[src/rtl/i2c_master_nbyte.sv]
// rtl/i2c_master_nbyte.sv - multi-byte I2C master with NACK detection and clock stretching
//
// Runs START, 7-bit address + R/W, 0..2^LEN_W-1 data bytes, then STOP.
// The bus is driven open-drain through scl_oe/sda_oe, and the pads are read back through scl_in/sda_in.
// Ports:
//   clk, rst_n                  clock, asynchronous active-low reset
//   start, rw, address, n_byte  command, captured when start=1 while idle
//   wr_data, wr_load            write byte; wr_data is sampled in the cycle wr_load=1
//   rd_data, rd_valid           received byte and its 1-cycle strobe
//   busy, done, ack_err         status: in transfer, end-of-transfer pulse, slave NACK seen
//   scl_in, scl_oe              SCL pad level; 1 = pull SCL low
//   sda_in, sda_oe              SDA pad level; 1 = pull SDA low
module i2c_master_nbyte #(
  parameter int QTR   = 4,
  parameter int LEN_W = 4
) (
  input  logic             clk,
  input  logic             rst_n,
  input  logic             start,
  input  logic             rw,
  input  logic [6:0]       address,
  input  logic [LEN_W-1:0] n_byte,
  input  logic [7:0]       wr_data,
  output logic             wr_load,
  output logic [7:0]       rd_data,
  output logic             rd_valid,
  output logic             busy,
  output logic             done,
  output logic             ack_err,
  input  logic             scl_in,
  output logic             scl_oe,
  input  logic             sda_in,
  output logic             sda_oe
);

  localparam int QW = (QTR > 2) ? $clog2(QTR) : 1;

  typedef enum logic [3:0] {
    S_IDLE, S_START, S_ADDR, S_AACK, S_WRITE, S_WACK, S_READ, S_MACK, S_STOP
  } state_t;

  state_t           state;
  logic [QW-1:0]    qcnt;
  logic [1:0]       phase;
  logic [2:0]       bit_cnt;
  logic [7:0]       shifter;
  logic [LEN_W-1:0] byte_cnt;
  logic             rw_q;
  logic             ack_bit;

  logic stall, q_last, tick, bit_end;
  logic scl_tgt, sda_tgt;

  // The phase counter freezes while SCL is released but held low by a slave.
  always_comb begin
    stall   = phase[1] && !scl_oe && !scl_in;
    q_last  = (qcnt == QW'(QTR - 1));
    tick    = (state != S_IDLE) && !stall && q_last;
    bit_end = tick && (phase == 2'd3);
  end

  // Line levels wanted for the current state and phase.
  always_comb begin
    scl_tgt = 1'b0;
    sda_tgt = 1'b0;
    case (state)
      S_START: sda_tgt = phase[1];
      S_ADDR, S_WRITE: begin
        scl_tgt = !phase[1];
        sda_tgt = !shifter[7];
      end
      S_AACK, S_WACK, S_READ: scl_tgt = !phase[1];
      S_MACK: begin
        scl_tgt = !phase[1];
        sda_tgt = (byte_cnt != '0);
      end
      S_STOP: begin
        scl_tgt = (phase == 2'd0);
        sda_tgt = !phase[1];
      end
      default: ;
    endcase
  end

  always_ff @(posedge clk or negedge rst_n) begin
    if (!rst_n) begin
      state    <= S_IDLE;
      qcnt     <= '0;
      phase    <= '0;
      bit_cnt  <= '0;
      shifter  <= '0;
      byte_cnt <= '0;
      rw_q     <= 1'b0;
      ack_bit  <= 1'b0;
      wr_load  <= 1'b0;
      rd_data  <= '0;
      rd_valid <= 1'b0;
      busy     <= 1'b0;
      done     <= 1'b0;
      ack_err  <= 1'b0;
      scl_oe   <= 1'b0;
      sda_oe   <= 1'b0;
    end else begin
      wr_load  <= 1'b0;
      rd_valid <= 1'b0;
      done     <= 1'b0;
      if (state == S_IDLE) begin
        scl_oe <= 1'b0;
        sda_oe <= 1'b0;
        // The cycle carrying done is still IDLE; a start there is dropped.
        if (start && !done) begin
          state    <= S_START;
          busy     <= 1'b1;
          ack_err  <= 1'b0;
          shifter  <= {address, rw};
          rw_q     <= rw;
          byte_cnt <= n_byte;
          qcnt     <= '0;
          phase    <= '0;
          bit_cnt  <= '0;
        end
      end else begin
        scl_oe <= scl_tgt;
        // SDA moves one cycle after SCL has been pulled low, so the two lines never switch together.
        if (!(phase == 2'd0 && qcnt == '0)) sda_oe <= sda_tgt;
        if (state == S_WRITE && wr_load) shifter <= wr_data;
        if (!stall) begin
          if (q_last) begin
            qcnt  <= '0;
            phase <= phase + 2'd1;
          end else begin
            qcnt <= qcnt + QW'(1);
          end
        end
        if (tick && phase == 2'd2) begin
          ack_bit <= sda_in;
          if (state == S_READ) shifter <= {shifter[6:0], sda_in};
        end
        if (bit_end) begin
          case (state)
            S_START: begin
              state   <= S_ADDR;
              bit_cnt <= '0;
            end
            S_ADDR, S_WRITE: begin
              if (bit_cnt == 3'd7) begin
                state <= (state == S_ADDR) ? S_AACK : S_WACK;
                if (state == S_WRITE && byte_cnt != '0) byte_cnt <= byte_cnt - LEN_W'(1);
              end else begin
                shifter <= {shifter[6:0], 1'b0};
                bit_cnt <= bit_cnt + 3'd1;
              end
            end
            S_AACK, S_WACK: begin
              bit_cnt <= '0;
              if (ack_bit) begin
                ack_err <= 1'b1;
                state   <= S_STOP;
              end else if (byte_cnt == '0) begin
                state <= S_STOP;
              end else if (state == S_AACK && rw_q) begin
                state <= S_READ;
              end else begin
                state   <= S_WRITE;
                wr_load <= 1'b1;
              end
            end
            S_READ: begin
              if (bit_cnt == 3'd7) begin
                rd_data  <= shifter;
                rd_valid <= 1'b1;
                state    <= S_MACK;
                if (byte_cnt != '0) byte_cnt <= byte_cnt - LEN_W'(1);
              end else begin
                bit_cnt <= bit_cnt + 3'd1;
              end
            end
            S_MACK: begin
              bit_cnt <= '0;
              state   <= (byte_cnt != '0) ? S_READ : S_STOP;
            end
            S_STOP: begin
              state <= S_IDLE;
              busy  <= 1'b0;
              done  <= 1'b1;
            end
            default: state <= S_IDLE;
          endcase
        end
      end
    end
  end

endmodule

[config.mk]
export PLATFORM = sky130hd
export DESIGN_NAME = i2c_master_nbyte
export DESIGN_NICKNAME = d
export VERILOG_FILES = /design/src/rtl/i2c_master_nbyte.sv
export SDC_FILE = /design/constraint.sdc
export NUM_CORES = 1
export LEC_CHECK = 0
export BUFFER_PORTS_ARGS = -buffer_cell sky130_fd_sc_hd__buf_2
export CAP_MARGIN = 10
export CORE_UTILIZATION = 60
export DETAILED_ROUTE_END_ITERATION = 7
export MAX_ROUTING_LAYER = met4
export PLACE_DENSITY = 0.91
export SLEW_MARGIN = 25
export SYNTH_ARGS = -nofsm -noshare
export SYNTH_HDL_FRONTEND = slang
export SYNTH_SLANG_ARGS = --single-unit
[constraint.sdc]
create_clock -name clk -period 5.1 [get_ports clk]
set_input_delay 0.51 -clock clk [delete_from_list [all_inputs] [get_ports clk]]
set_output_delay 0.51 -clock clk [all_outputs]
set_load 0.005 [all_outputs]
==> results.yml <==
run_status:
  status: "finished clean"
cells_and_area:
  drive_gt1_frac: 0.265
  antennaDiodeCount: 0
  nets: 308
  post-route-util: 0.706
  fill_cells: 281
  syn_to_final_growth_pct: 12.7
drt:
  drc: 0
  ant_nets: 0
  drtIter0Drc: 234
  wirelength_mm: 5.54
  dr_total_vias: 2038
  avgViaCountPerCell: 6.31
  avgRoutedWirePerCell_um: 17.2
  first_pass_iters: 5
cts:
  cts_max_path_buffers: 2
  path_clk_slew_ps: 70
  cts_resized: 0
  clkLatencyLatePin_ps: 290
  htreeDepth: 2
  post-cts-setup-buffers: 0
  postCtsHoldBufs: 0
  clock-sinks: 40
  cts-buffers-inserted: 5
  root_buffer: "clkbuf_8"
  cts_tree: "built"
floorplan:
  initial_core_util: 0.626
  dieArea_um2: 4100
  rows: 22
  ioPinCount: 40
  coreArea_um2: 3690
  die_w_um: 64.0
  fp.dieH_um: 64.0
global_route:
  grt_first_pass_wirelength_mm: 9.23
  grt_antenna_before_repair: 0
  grt_pass1_vias: 1881
  grt_use_total: 0.306
  overflow: 0
  grt_max_degree: 41
sta:
  finalClockSkew_ps: 2.92
  worst_pin_slew_ps: 984
  final.period_utilization: 0.479
  setup_violations: 0
  rsz0062_at_grt: "no"
  finalCriticalPeriod_ps: 2440
  fin_setup_tns_ps: 0
  hold_ws_ps: 334
  timing.slew.headroom: 0.339
  hold_viol: 0
  maxSlewViolCount: 0
  max_freq_mhz: 410
  setup_ws_ps: 2660
logic_synthesis:
  syn_area_um2: 2310
  yosys_warnings: 0
  synth_top_flop_cell: "dfrtp_1"
  synth_edf_count: 0
  seq_area_frac_synth: 0.434
  async_flop_share: 1.00
  syn_inst: 241
  synth_area_leader_cell: "dfrtp_1"
  mappedNetlistNets: 274
  yosys-top-cells-area: "dfrtp_1, mux2_2, nand2_1"
  ys_ff_latch: 40
  synth_top_area_frac: 0.434
  yosysMostFrequentCell: "dfrtp_1"
  synth_commonest_cells: "dfrtp_1, nand2_1, nor2_1, mux2_2, a21oi_1"
  synthDistinctLibCells: 49
  avgSynthCellArea_um2: 9.58
worst_setup_path:
  crit_fanout: 17
  cp_num_buf_inv: 0
  crit_type: "reg2reg"
  crit_chain: "nor4_2 -> nand2_1 -> o21ai_0 -> and2_2 -> mux2i_1"
  end_kind: "flip-flop"
  startpoint: "state[3]"
  cp.required_ps: 5320
  crit_path_top_delay_cell: "nor4_2"
  cp.depth: 5
  critPathLaunchType: "flip-flop"
  r2r-start: "state[3]"
  worstRegToRegCells: 5
  critPathTopFamily: "simple AND/OR/NAND/NOR gates"
  reg2reg_slack_ps: 2660
  cpPeakStageDelay_ps: 930
  arrival_ps: 2660
hold_path:
  hp-class: "in2async"
placement:
  io_buffer_count: 39
  dpl_worst_slack_ps: 2710
  place.detailed.hpwl_mm: 3.95
  gp_congestion: 0.977
pwr:
  p_per_area_nw_per_um2: 529
  power_leakage_nw: 1.27
  ir_drop_uv: 297
job:
  cap_violations: 0
[per-layer routing]
| metal | GRT usage | routed length [um] | vias to the layer above |
|---|---|---|---|
| met3 | 0.0732 | 423 | 26 |
| li1 | - | - | 939 |
| met4 | 0.125 | 187 | 0 |
| met2 | 0.461 | 2610 | 124 |
| met5 | - | 0 | - |
| met1 | 0.396 | 2320 | 949 |
[through the flow]
step                power [mW]  instance area, um^2  cells
finish                    1.38                 2600    323
global route              1.48                 2600    323
CTS                       1.36                 2600    323
detailed placement        1.13                 2500    316
global placement          1.10                 2500    316
floorplan                0.987                 2310    241
[flip-flops by register name (all words and copies together) (netlist names)]
signal	cells
ack_err	1
busy	1
rw_q	1
qcnt	2
rd_valid	1
wr_load	1
byte_cnt	4
rd_data	8
sda_oe	1
bit_cnt	3
ack_bit	1
done	1
shifter	8
scl_oe	1
state	4
phase	2
[cell type report]
| type | instances | area (um^2) | area share |
|---|---|---|---|
| sequential | 40 | 1000 | 0.385 |
| clock buffer | 7 | 96.3 | 0.0370 |
| tap | 48 | 60.1 | 0.0231 |
| multi-input combinational | 178 | 1210 | 0.464 |
| timing repair buffer | 39 | 195 | 0.0750 |
| inverter | 11 | 41.3 | 0.0159 |
[where the power goes]
group / switching [mW] / internal (mW)
registers: 0.152 / 0.422
logic: 0.319 / 0.259
clock network: 0.106 / 0.120
total: 0.577 / 0.801
[cells in the final DEF, fill, tap and decap left out, types with 2 or more instances in the layout]
master,count
dfrtp_1,40
buf_2,39
nand2_1,31
nor2_1,19
mux2_2,17
a21oi_1,15
inv_1,11
ha_1,8
o21ai_0,7
clkbuf_8,7
nand3_1,6
nor3_1,5
nand2b_1,5
o22ai_1,5
a22o_1,5
nor3b_1,4
a221o_1,4
or3_1,3
or4_1,3
nor2b_1,3
and3_1,3
mux2i_1,3
o31ai_1,2
or3b_2,2
and2_1,2
nor4_2,2
nand4_1,2
a31oi_1,2
a211oi_1,2
a2111oi_0,2
[cell families (layout without fill, tap and decap cells)]
logic type      count (synthesis)  in the layout  synth area share
simple gates                   95             95             0.213
buf+inv                        23             57            0.0455
fa+ha+maj                       8              8            0.0434
compound gates                 54             54             0.165
mux                            20             20            0.0959
flops                          40             40             0.434
xor+xnor                        1              1           0.00379
[worst paths after layout]
path                                    end
worst min register to register   rd_data[4]
worst max register to register  byte_cnt[1]
worst min-delay path               state[0]
min in group clk                       rw_q
max in group asynchronous          phase[1]
worst max-delay path            byte_cnt[1]
No activity file was read; power rests on OpenSTA's default activity.
